## config.mk

```make
export PLATFORM = sky130hd
export DESIGN_NAME = uart_rx
export DESIGN_NICKNAME = d
export VERILOG_FILES = /design/src/rtl/uart_pkg.sv /design/src/rtl/uart_data_sampler.sv /design/src/rtl/uart_rx.sv
export SDC_FILE = /design/constraint.sdc
export NUM_CORES = 1
export LEC_CHECK = 0
export ABC_CLOCK_PERIOD_IN_PS = 2300
export CORE_ASPECT_RATIO = 0.75
export CORE_MARGIN = 10
export CORE_UTILIZATION = 50
export DETAILED_ROUTE_END_ITERATION = 6
export DONT_BUFFER_PORTS = 1
export PLACE_DENSITY_LB_ADDON = 0.2
export SLEW_MARGIN = 20
export SYNTH_ARGS = -nofsm -noshare
export SYNTH_HDL_FRONTEND = slang
export SYNTH_SLANG_ARGS = --single-unit
```

## constraint.sdc

```tcl
create_clock -name clk -period 2.3 [get_ports clk]
set_input_delay 0.23 -clock clk [delete_from_list [all_inputs] [get_ports clk]]
set_output_delay 0.23 -clock clk [all_outputs]
set_load 0.01 [all_outputs]
```

## src/rtl/uart_pkg.sv

```systemverilog
// Shared types and constants for the UART receive path.
package uart_pkg;
  typedef enum logic [2:0] {IDLE, START, DATA, PARITY, STOP} rx_state_t;

  localparam logic PAR_EVEN = 1'b0;
  localparam logic PAR_ODD  = 1'b1;
endpackage

```

## src/rtl/uart_data_sampler.sv

```systemverilog
// Per-bit oversampling counter with a 3-sample majority vote around the bit centre.
module data_sampler #(
  parameter int PRESCALE = 8
) (
  input  logic clk,
  input  logic rst,
  input  logic en,
  input  logic rx_in,
  output logic sampled_bit,
  output logic sample_done,
  output logic bit_end
);
  localparam int CW = $clog2(PRESCALE);
  localparam logic [CW-1:0] S0_AT   = CW'(PRESCALE / 2 - 1);
  localparam logic [CW-1:0] S1_AT   = CW'(PRESCALE / 2);
  localparam logic [CW-1:0] S2_AT   = CW'(PRESCALE / 2 + 1);
  localparam logic [CW-1:0] VOTE_AT = CW'(PRESCALE / 2 + 2);
  localparam logic [CW-1:0] LAST_AT = CW'(PRESCALE - 1);

  logic [CW-1:0] edge_cnt;
  logic [2:0]    samples;

  always_ff @(posedge clk or negedge rst) begin
    if (!rst) begin
      edge_cnt <= '0;
      samples  <= '0;
    end else begin
      if (!en || edge_cnt == LAST_AT) edge_cnt <= '0;
      else                            edge_cnt <= edge_cnt + 1'b1;
      if (en && edge_cnt == S0_AT) samples[0] <= rx_in;
      if (en && edge_cnt == S1_AT) samples[1] <= rx_in;
      if (en && edge_cnt == S2_AT) samples[2] <= rx_in;
    end
  end

  // Samples stay stable until the next bit's first sample, so the vote is valid through bit_end.
  assign sampled_bit = (samples[0] & samples[1]) | (samples[0] & samples[2]) |
                       (samples[1] & samples[2]);
  assign sample_done = en && (edge_cnt == VOTE_AT);
  assign bit_end     = en && (edge_cnt == LAST_AT);
endmodule

```

## src/rtl/uart_rx.sv

```systemverilog
// UART receiver: start detect, LSB-first data, optional parity, one stop bit.
// Good words land on p_data with a 1-cycle data_valid; bad frames raise par_err or stop_err.
module uart_rx
  import uart_pkg::*;
#(
  parameter int DWIDTH   = 8,
  parameter int PRESCALE = 8
) (
  input  logic              clk,
  input  logic              rst,
  input  logic              rx_in,
  input  logic              par_en,
  input  logic              par_typ,
  output logic [DWIDTH-1:0] p_data,
  output logic              data_valid,
  output logic              par_err,
  output logic              stop_err,
  output logic              busy
);
  localparam int BW = (DWIDTH > 1) ? $clog2(DWIDTH) : 1;
  localparam logic [BW-1:0] LAST_BIT = BW'(DWIDTH - 1);

  rx_state_t         state, next_state;
  logic [BW-1:0]     bit_cnt;
  logic [DWIDTH-1:0] shift_reg;
  logic              par_en_q, par_typ_q, par_bad;
  logic              sampled_bit, sample_done, bit_end;
  logic              exp_par;

  data_sampler #(.PRESCALE(PRESCALE)) u_sampler (
    .clk         (clk),
    .rst         (rst),
    .en          (state != IDLE),
    .rx_in       (rx_in),
    .sampled_bit (sampled_bit),
    .sample_done (sample_done),
    .bit_end     (bit_end)
  );

  assign exp_par = (par_typ_q == PAR_ODD) ? ~^shift_reg : ^shift_reg;
  assign busy    = (state != IDLE);

  always_ff @(posedge clk or negedge rst) begin
    if (!rst) state <= IDLE;
    else      state <= next_state;
  end

  always_comb begin
    next_state = state;
    case (state)
      IDLE:    if (!rx_in) next_state = START;
      START:   if (bit_end) next_state = sampled_bit ? IDLE : DATA;
      DATA:    if (bit_end && bit_cnt == LAST_BIT) next_state = par_en_q ? PARITY : STOP;
      PARITY:  if (bit_end) next_state = STOP;
      STOP:    if (bit_end) next_state = IDLE;
      default: next_state = IDLE;
    endcase
  end

  always_ff @(posedge clk or negedge rst) begin
    if (!rst) begin
      bit_cnt    <= '0;
      shift_reg  <= '0;
      par_en_q   <= 1'b0;
      par_typ_q  <= 1'b0;
      par_bad    <= 1'b0;
      p_data     <= '0;
      data_valid <= 1'b0;
      par_err    <= 1'b0;
      stop_err   <= 1'b0;
    end else begin
      data_valid <= 1'b0;
      par_err    <= 1'b0;
      stop_err   <= 1'b0;
      case (state)
        IDLE: if (!rx_in) begin
          par_en_q  <= par_en;
          par_typ_q <= par_typ;
          par_bad   <= 1'b0;
          bit_cnt   <= '0;
        end
        DATA: begin
          if (sample_done) shift_reg[bit_cnt] <= sampled_bit;
          if (bit_end && bit_cnt != LAST_BIT) bit_cnt <= bit_cnt + 1'b1;
        end
        PARITY: if (sample_done) par_bad <= (sampled_bit != exp_par);
        // A bad stop bit outranks a parity mismatch; only clean frames touch p_data.
        STOP: if (bit_end) begin
          if (!sampled_bit)  stop_err <= 1'b1;
          else if (par_bad)  par_err  <= 1'b1;
          else begin
            p_data     <= shift_reg;
            data_valid <= 1'b1;
          end
        end
        default: ;
      endcase
    end
  end
endmodule

```

==> results.txt, run 1 <==
Synth area leaders = dfrtp_1 (49%), mux2_2 (7.8%), mux2_4 (6.9%), ha_1 (5.8%), xnor2_1 (3.0%)
Pre-antenna DRT Iters = 4
Global-route wire length before repair = 4.92 mm
Sw Share = 33.5%
Total track usage = 9.94%
Die H = 71.1 µm
Reg2Reg Launch Point = u_sampler.edge_cnt[0]
Syn Nets = 157
Startpoint types = flop
Post-synth top cells = dfrtp_1 (34), nand2_1 (13), mux2_2 (12), nor2_1 (11)
Syn Std Cell Area = 1740 µm²
RSZ-0062 raised after global routing = no
WP data arrival = 1.98 ns
CTS sink count = 34
Gr busiest metal = met1
Slew margin rel. = 72.8%
# setup viols final = 0
Post-synthesis mux area share = 16.5%
Resize count post-CTS = 0
Grt met2 use = 12.5%
EDFF count, synth = 0
Post-synthesis average cell area = 12.1 µm²
Post-Synth XOR/XNOR Area = 4.82%
Root Buffer = clkbuf_8
Die footprint = 6260 µm²
Tot Pwr = 1.79 mW
TritonCTS clock tree = built
Minimum clock period = 1.82 ns
CP Class = flop to flop
Yosys warns = 0
Worst-Margin Slew = 0.408 ns
#FFs+latches synth = 34
Post-route antenna net violation count = 0
Hold-fix buffers at CTS = 2
Layout cells sized above 1 = 26.0%
Max-cap check violation count = 0
Required @ worst endpoint = 2.46 ns
Initial antenna violation count = 0
CORE AREA = 3310 µm²
Largest family of logic cells by synthesized area = multiplexers
P_sw = 0.599 mW
Sequential element share of the synthesized area = 48.9%
CTS buffer count = 5
Post-DP HPWL = 2.16 mm
Cell Int Power = 1.19 mW
Cells after Synth = 144
Complex-gate fraction of the synthesized area = 3.74%
Final wirelength = 2.88 mm
Setup TNS = 0 ns
Port Buffer Count = 0
Max VDD drop = 502 µV
Initial Util = 52.5%
Clk_skew = 0.00120 ns
Crit. Startpoint = u_sampler.edge_cnt[0]
Std cell rows = 18
Crit path max fanout = 10
Max Freq = 549 MHz
Critical path capture point type = flop
Most numerous cell in the Yosys netlist = dfrtp_1
Worst-path clk slew = 0.06 ns
Leading area contributor after synthesis = dfrtp_1
Layout Nets = 160
Initial DRC count = 43
Clk buf depth = 2
Final Hold Vio Count = 0
Combinational power share = 28.3%
Met3 global-route usage = 4.81%
Simple-gate share of the synthesized area = 15.2%
Share of flip-flops with an asynchronous set or reset = 100%
Main synth FF type = dfrtp_1
Leakage = 0.898 nW
Synth Area in Adders = 6.40%
Vias = 999
Hold path start = par_en
Hold Crit Class = primary input to flop
Die Wd = 88.1 µm
Synth top area share = 48.9%
H-tree depth = 2
Vias in the first global route = 999
Pins Over Slew Limit = 0
Layout area overhead = 6.83%
Distinct cell type count after synthesis = 35
Period utilisation layout = 79.2%
Status = finished clean
PwrDens = 962 nW/µm²
Largest net degree at the start of global routing = 35
Power share of the clock group = 23.3%
Wire per inst = 15.5 µm
DR vias/cell = 5.37
Latest clock arrival within the worst-skew pair = 0.27 ns
Setup Buffers After CTS = 0
Ports = 17
Seq pwr share = 48.4%
GR Overflow Total = 0
M1 GR Usage = 13.7%
Placer Congestion = 0.759
DRC = 0
Antenna Cells = 0
==> through the flow <==
stage | worst slack [ns] | hold slack, ns | cells | area [µm²] | util, %
2_1_floorplan | 0.592 | -0.0656 | 144 | 1740 | -
3_3_place_gp | 0.521 | -0.0641 | 178 | 1750 | 52.7
3_5_place_dp | 0.486 | -0.0643 | 178 | 1750 | 52.7
4_1_cts | 0.472 | 0.0639 | 186 | 1860 | 56.1
5_1_grt | 0.339 | 0.0787 | 186 | 1860 | 56.1
6_report | 0.478 | 0.0763 | 186 | 1860 | 56.1
==> final cells by class <==
| cell class | count | area [µm²] |
|---|---|---|
| well taps | 40 | 50.0 |
| multi-input cells | 95 | 811 |
| fillers | 278 | 1450 |
| inverters | 9 | 33.8 |
| repair buffers | 2 | 30.0 |
| flip-flops and latches | 34 | 851 |
| clock buffers | 6 | 82.6 |
==> layer usage <==
layer	vias up	share of wire [%]
met1	479	53
met5	-	0
li1	495	-
met4	0	1.9
met3	7	7.6
met2	18	38
==> placed cells by master, fill, tap and decap left out, types with 2 or more instances in the layout <==
cell type  instances
a21oi_1            2
nand2_1           13
mux2_4             8
nor2b_1            2
nand3_1            2
dfrtp_1           34
o22ai_1            3
nor3_1             3
mux2_2            12
clkbuf_8           6
ha_1               8
o21ai_0            4
nand4_1            2
nor3b_1            2
nor3_2             3
inv_1              8
mux2i_1            2
nor2_1            11
xnor2_1            6
==> power by group through the flow <==
stage                     sequential [mW]  clock, mW  combinational, mW
after global placement              0.867          0              0.483
after detailed placement            0.877          0              0.495
after global routing                0.884      0.455              0.577
after CTS                           0.865      0.434              0.516
after floorplan                     0.813          0              0.456
final                               0.865      0.416              0.505
==> critical path, cell delays in order (launching register included) <==
cell	delay [ns]
dfrtp_1	0.40
ha_1	0.20
ha_1	0.33
nand4_1	0.18
nand2b_4	0.27
mux2_4	0.33
==> path summary, 6_finish.rpt <==
check                                   endpoint  slack, ns  cells after the start
setup / recovery                       p_data[4]       0.48                      5
hold / removal                          par_en_q       0.08                      2
setup reg to reg                       p_data[4]       0.48                      5
hold reg to reg            u_sampler.edge_cnt[0]       0.51                      1
max in group asynchronous           shift_reg[6]       1.72                      2
min in group asynchronous              p_data[2]       0.41                      2
==> kinds of logic (layout without fill, tap and decap cells) <==
family                   after synthesis  count (layout)
AO/OA/AOI/OAI                         11              11
buffers and inverters                 15              17
multiplexers                          23              23
AND/OR/NAND/NOR                       44              44
adder cells (fa/ha/maj)                9               9
flip-flops                            34              34
XOR/XNOR                               8               8
Power figures use the tool's default switching activity.
==> inputs of run 2 (changes only) <==
--- a/config.mk
+++ b/config.mk
@@ -5,7 +5,7 @@
 export SDC_FILE = /design/constraint.sdc
 export NUM_CORES = 1
 export LEC_CHECK = 0
-export ABC_CLOCK_PERIOD_IN_PS = 2300
+export ABC_CLOCK_PERIOD_IN_PS = 1850
 export CORE_ASPECT_RATIO = 0.75
 export CORE_MARGIN = 10
 export CORE_UTILIZATION = 50
==> constraint.sdc (replaced) <==
create_clock -name clk -period 1.85 [get_ports clk]
set_input_delay 0.185 -clock clk [delete_from_list [all_inputs] [get_ports clk]]
set_output_delay 0.185 -clock clk [all_outputs]
set_load 0.01 [all_outputs]
==> run 2 against run 1 <==
Fmax increased by 6.1%; cell count increased by 3.2%; die area unchanged; setup slack got worse by 0.35 ns; core utilization increased by 1.5 points; first-iteration DRC count decreased by 16%; register-to-register slack got worse by 0.35 ns; final area increased by 2.8%; critical endpoint is now bit_cnt[0]; hold slack got worse by 0.046 ns.
==> results.txt, run 2 (synthesis gave the netlist of run 1 again) <==
Std cell rows = 18 (unchanged)
Placer Congestion = 0.786 (+3.6%)
Clk_skew = 0.00192 ns (+0.000723 ns)
Vias = 1027 (+2.8%)
Final wirelength = 3.14 mm (+9.2%)
Pins Over Slew Limit = 0 (unchanged)
Final Hold Vio Count = 0 (unchanged)
Critical path capture point type = flop
Power share of the clock group = 23.8% (+0.5 points)
Hold Crit Class = primary input to flop
Cell Int Power = 1.53 mW (+29%)
Post-route antenna net violation count = 0 (unchanged)
Sw Share = 33.9% (+0.38 points)
Most frequent cells in the layout = dfrtp_1 (34), nand2_1 (13), mux2_2 (12)
Slew margin rel. = 73.1% (+0.32 points)
Period utilisation layout = 92.9% (+14 points)
Worst R2R Path Depth = 6 (+1)
Pre-antenna DRT Iters = 4 (unchanged)
Reg2Reg Launch Point = u_sampler.edge_cnt[0]
Status = finished clean
P_sw = 0.787 mW (+31%)
Total track usage = 10.7% (+0.77 points)
Largest net degree at the start of global routing = 35 (unchanged)
Setup TNS = 0 ns (unchanged)
CTS buffer count = 5 (unchanged)
Setup ws final = 0.132 ns (-0.346 ns)
Required @ worst endpoint = 2.01 ns (-0.45 ns)
Layout Nets = 164 (+2.5%)
WP data arrival = 1.88 ns (-0.10 ns)
Leakage = 0.922 nW (+2.6%)
Pre-CTS setup slack = 0.0426 ns (-0.444 ns)
# setup viols final = 0 (unchanged)
DRC = 0 (unchanged)
Commonest non-fill, non-tap cell in the layout = dfrtp_1
Hold WS = 0.0306 ns (-0.0457 ns)
Worst-Margin Slew = 0.404 ns (-0.00482 ns)
Crit path max fanout = 6 (-4)
Ports = 17 (unchanged)
Die Wd = 88.1 µm (unchanged)
Minimum clock period = 1.72 ns (-0.104 ns)
CP Class = flop to flop
Hold path start = par_en
Antenna Cells = 0 (unchanged)
Layout area overhead = 9.78%
Worst-path clk slew = 0.07 ns (about the same)
Latest clock arrival within the worst-skew pair = 0.27 ns (about the same)
CORE AREA = 3310 µm² (unchanged)
Max-cap check violation count = 0 (unchanged)
PwrDens = 1210 nW/µm² (+26%)
Die footprint = 6260 µm² (unchanged)
Seq pwr share = 45.2% (-3.2 points)
Max Freq = 582 MHz (+6.1%)
Hold path cells = 2 (unchanged)
Vias in the first global route = 1063 (+6.4%)
TritonCTS clock tree = built
Port Buffer Count = 0 (unchanged)
Max VDD drop = 643 µV (+28%)
Layout cells sized above 1 = 28.9% (+2.9 points)
Post-DP HPWL = 2.26 mm (+4.9%)
Crit. Startpoint = u_sampler.edge_cnt[0]
GR Overflow Total = 0 (unchanged)
Global-route wire length before repair = 5.33 mm (+8.4%)
CTS sink count = 34 (unchanged)
Clk buf depth = 2 (unchanged)
Startpoint types = flop
Initial DRC count = 36 (-16%)
RSZ-0062 raised after global routing = no
Die H = 71.1 µm (unchanged)
Setup Buffers After CTS = 0 (unchanged)
Wire per inst = 16.4 µm (+5.8%)
Initial Util = 52.5% (unchanged)
Root Buffer = clkbuf_8
DR vias/cell = 5.35 (-0.41%)
Initial antenna violation count = 0 (unchanged)
Combinational power share = 31.1% (+2.8 points)
H-tree depth = 2 (unchanged)
==> run 2: changes by cell type in the layout (fill, tap and decap cells not counted), sizes merged <==
cell / before / now
clkinv: 0 / 1
buf: 1 / 5
clkbuf: 6 / 7
==> run 2: worst paths after layout <==
check / endpoint / slack, ns
setup reg to reg: bit_cnt[0] / 0.13
min in group asynchronous: u_sampler.samples[1] / 0.35
max in group asynchronous: bit_cnt[2] / 1.32
hold / removal: par_en_q / 0.03
setup / recovery: bit_cnt[0] / 0.13
hold reg to reg: u_sampler.edge_cnt[0] / 0.51
==> run 2: stage by stage <==
stage | utilization, % | total power, mW | cell area (µm²) | cells
floorplan | - | 1.58 | 1740 | 144
global placement | 53.6 | 1.71 | 1780 | 182
detailed placement | 53.6 | 1.75 | 1780 | 182
CTS | 57.3 | 2.33 | 1900 | 192
global route | 57.7 | 2.48 | 1910 | 192
finish | 57.7 | 2.32 | 1910 | 192
==> run 2: metal layers <==
| metal | share of wire [%] | vias up | track usage, % |
|---|---|---|---|
| met5 | 0 | - | 0 |
| met2 | 42 | 20 | 15.1 |
| met4 | 0.25 | 0 | 2.09 |
| met3 | 7.2 | 2 | 4.92 |
| li1 | - | 500 | - |
| met1 | 50 | 505 | 14.8 |
==> run 2: final cells by class <==
cell class,instances,area (µm²)
sequential,34,851
timing repair buffer,6,60.1
multi-input combinational,95,823
clock buffer,7,86.3
fill,288,1400
tap,40,50.0
clock inverter,1,5.00
inverter,9,33.8
==> run 2: power by group through the flow <==
stage	Sequential [mW]	Clock, mW	Combinational [mW]
global placement	1.05	0	0.669
global route	1.07	0.606	0.806
detailed placement	1.06	0	0.690
finish	1.05	0.551	0.721
CTS	1.04	0.562	0.720
floorplan	1.01	0	0.566
==> run 2: timing repair <==
item	in CTS	in global routing
hold buffers	2	0
resized for setup	0	2
endpoints found under the hold margin	34	0
endpoints found under the setup margin	0	9
==> run 2: critical path, cell delays in order (launching register included) <==
cell	delay (ns)
dfrtp_1	0.42
ha_1	0.27
ha_4	0.20
nand2_1	0.12
o22ai_1	0.10
nand2_1	0.15
mux2_2	0.34
==> inputs of run 3 (changes only) <==
--- a/config.mk
+++ b/config.mk
@@ -5,13 +5,14 @@
 export SDC_FILE = /design/constraint.sdc
 export NUM_CORES = 1
 export LEC_CHECK = 0
-export ABC_CLOCK_PERIOD_IN_PS = 1850
+export ABC_CLOCK_PERIOD_IN_PS = 2200
 export CORE_ASPECT_RATIO = 0.75
 export CORE_MARGIN = 10
 export CORE_UTILIZATION = 50
 export DETAILED_ROUTE_END_ITERATION = 6
 export DONT_BUFFER_PORTS = 1
 export PLACE_DENSITY_LB_ADDON = 0.2
+export REMOVE_ABC_BUFFERS = 1
 export SLEW_MARGIN = 20
 export SYNTH_ARGS = -nofsm -noshare
 export SYNTH_HDL_FRONTEND = slang
==> constraint.sdc (replaced) <==
create_clock -name clk -period 2.2 [get_ports clk]
set_input_delay 0.22 -clock clk [delete_from_list [all_inputs] [get_ports clk]]
set_output_delay 0.22 -clock clk [all_outputs]
set_load 0.01 [all_outputs]
==> run 3 against run 2 <==
Fmax shrank 5.8%; final area shrank 1.4%; combinational power decreased by 27%; setup slack gained 0.24 ns; sequential share of layout area increased by 0.65 points; global-route usage fell by 0.17 points; non-clock buffer count is 4 lower; cell count fell by 2.1%; power is 14% lower; wire length decreased by 1.2%; clock-buffer cell count is the same; critical endpoint is now p_data[5]; highest routed layer unchanged.
==> results.txt, run 3 (synthesis gave the netlist of run 1 again) <==
Status = finished clean
Pre-antenna DRT Iters = 4 (unchanged)
Area of the multi-input gates = 811 µm² (-1.5%)
Ports = 17 (unchanged)
Worst R2R Path Depth = 5 (-1)
Hold path cells = 2 (unchanged)
Fill count = 282 (-2.1%)
Die footprint = 6260 µm² (unchanged)
Commonest non-fill, non-tap cell in the layout = dfrtp_1
Initial Util = 52.5% (unchanged)
Total track usage = 10.5% (-0.17 points)
Global-route wire length before repair = 5.15 mm (-3.5%)
Initial DRC count = 30 (-17%)
Placer Congestion = 0.746 (-5.1%)
CTS sink count = 34 (unchanged)
Final wirelength = 3.10 mm (-1.2%)
Latest clock arrival within the worst-skew pair = 0.28 ns (about the same)
Minimum clock period = 1.82 ns (+0.106 ns)
# setup viols final = 0 (unchanged)
Post-DP HPWL = 2.23 mm (-1.5%)
Hold endpoint = par_en_q
Most frequent cells in the layout = dfrtp_1 (34), nand2_1 (13), mux2_2 (12)
Period utilisation layout = 82.9% (-10 points)
Crit path max fanout = 10 (+4)
Final instance area = 1880 µm² (-1.4%)
Vias = 1009 (-1.8%)
Std cell rows = 18 (unchanged)
WP data arrival = 1.99 ns (+0.11 ns)
RSZ-0062 raised after global routing = no
Setup TNS = 0 ns (unchanged)
Non-Filler Instances = 188 (-2.1%)
Setup Buffers After CTS = 0 (unchanged)
TritonCTS clock tree = built
Placement Cell Area = 1750 µm² (-1.7%)
Pins Over Slew Limit = 0 (unchanged)
Register area = 851 µm² (unchanged)
Hold WS = 0.0761 ns (+0.0455 ns)
CP Class = flop to flop
Cells after DPL = 178 (-2.2%)
DRC = 0 (unchanged)
Max Freq = 548 MHz (-5.8%)
Slew margin rel. = 72.0% (-1.1 points)
Max-cap check violation count = 0 (unchanged)
CTS buffer count = 5 (unchanged)
Antenna Cells = 0 (unchanged)
Vias in the first global route = 999 (-6.0%)
Clk_skew = 0.00636 ns (+0.00444 ns)
Layout Nets = 160 (-2.4%)
Startpoint types = flop
R2R Path End = p_data[5]
Critical path capture point type = flop
Pre-CTS setup slack = 0.389 ns (+0.347 ns)
H-tree depth = 2 (unchanged)
Post-route antenna net violation count = 0 (unchanged)
Worst-path clk slew = 0.06 ns (about the same)
Die H = 71.1 µm (unchanged)
CORE AREA = 3310 µm² (unchanged)
Largest net degree at the start of global routing = 35 (unchanged)
Leakage = 0.908 nW (-1.6%)
Die Wd = 88.1 µm (unchanged)
Clk buf depth = 2 (unchanged)
Hold Crit Class = primary input to flop
Worst-Margin Slew = 0.420 ns (+0.0163 ns)
Reg2reg setup slack = 0.38 ns (+0.24 ns)
PwrDens = 1060 nW/µm² (-13%)
Layout area overhead = 8.20%
Layout cells sized above 1 = 25.7% (-3.3 points)
Wire per inst = 16.5 µm (+0.92%)
Setup ws final = 0.377 ns (+0.244 ns)
Final Hold Vio Count = 0 (unchanged)
Hold path start = par_en
Root Buffer = clkbuf_8
Reg2Reg Launch Point = u_sampler.edge_cnt[0]
GR Overflow Total = 0 (unchanged)
Initial antenna violation count = 0 (unchanged)
Port Buffer Count = 0 (unchanged)
Max VDD drop = 632 µV (-1.6%)
Required @ worst endpoint = 2.37 ns (+0.36 ns)
DR vias/cell = 5.37 (+0.34%)
==> run 3: worst max-delay path, stage by stage (launching register included) <==
cell,delay [ns]
dfrtp_1,0.39
ha_1,0.19
ha_1,0.33
nand4_1,0.19
nand2b_4,0.28
mux2_4,0.32
==> run 3: cell type report <==
type	count	share of cell area, %
multi-input cells	95	43.1
flip-flops and latches	34	45.2
inverters	9	1.80
repair buffers	2	1.60
clock inverters	1	1.60
well taps	40	2.66
clock buffers	7	4.06
==> run 3: what timing repair did <==
item                                    in CTS  in global routing
resized for setup                            0                  0
endpoints found under the setup margin       0                  0
hold buffers                                 2                  0
hold endpoints to repair                    34                  0
==> run 3: where the power goes <==
part | switching [mW] | total, mW | internal, mW | leakage, nW
combinational | 0.275 | 0.528 | 0.252 | 0.403
clock | 0.213 | 0.552 | 0.339 | 0.0524
sequential | 0.159 | 0.907 | 0.748 | 0.453
total | 0.647 | 1.99 | 1.34 | 0.908
==> run 3: per-stage QoR <==
stage,utilization [%],total power [mW]
after global routing,56.8,2.12
after detailed placement,52.7,1.43
after CTS,56.8,2.01
after floorplan,-,1.30
final,56.8,1.99
after global placement,52.7,1.41
==> run 3: how the worst max path moves through the flow <==
stage,startpoint,endpoint,depth (start not counted)
after global routing,u_sampler.edge_cnt[0],p_data[5],5
after detailed placement,u_sampler.edge_cnt[0],p_data[5],5
after CTS,u_sampler.edge_cnt[0],p_data[5],5
after global placement,u_sampler.edge_cnt[0],p_data[5],5
final,u_sampler.edge_cnt[0],p_data[5],5
after floorplan,u_sampler.edge_cnt[0],bit_cnt[0],6
==> run 3: routing by layer <==
| layer | vias up | track usage [%] | part of all wire [%] |
|---|---|---|---|
| li1 | 495 | - | - |
| met1 | 492 | 14.3 | 48 |
| met2 | 18 | 14.0 | 43 |
| met3 | 4 | 6.06 | 8.1 |
| met4 | 0 | 2.61 | 0.93 |
| met5 | - | 0 | 0 |
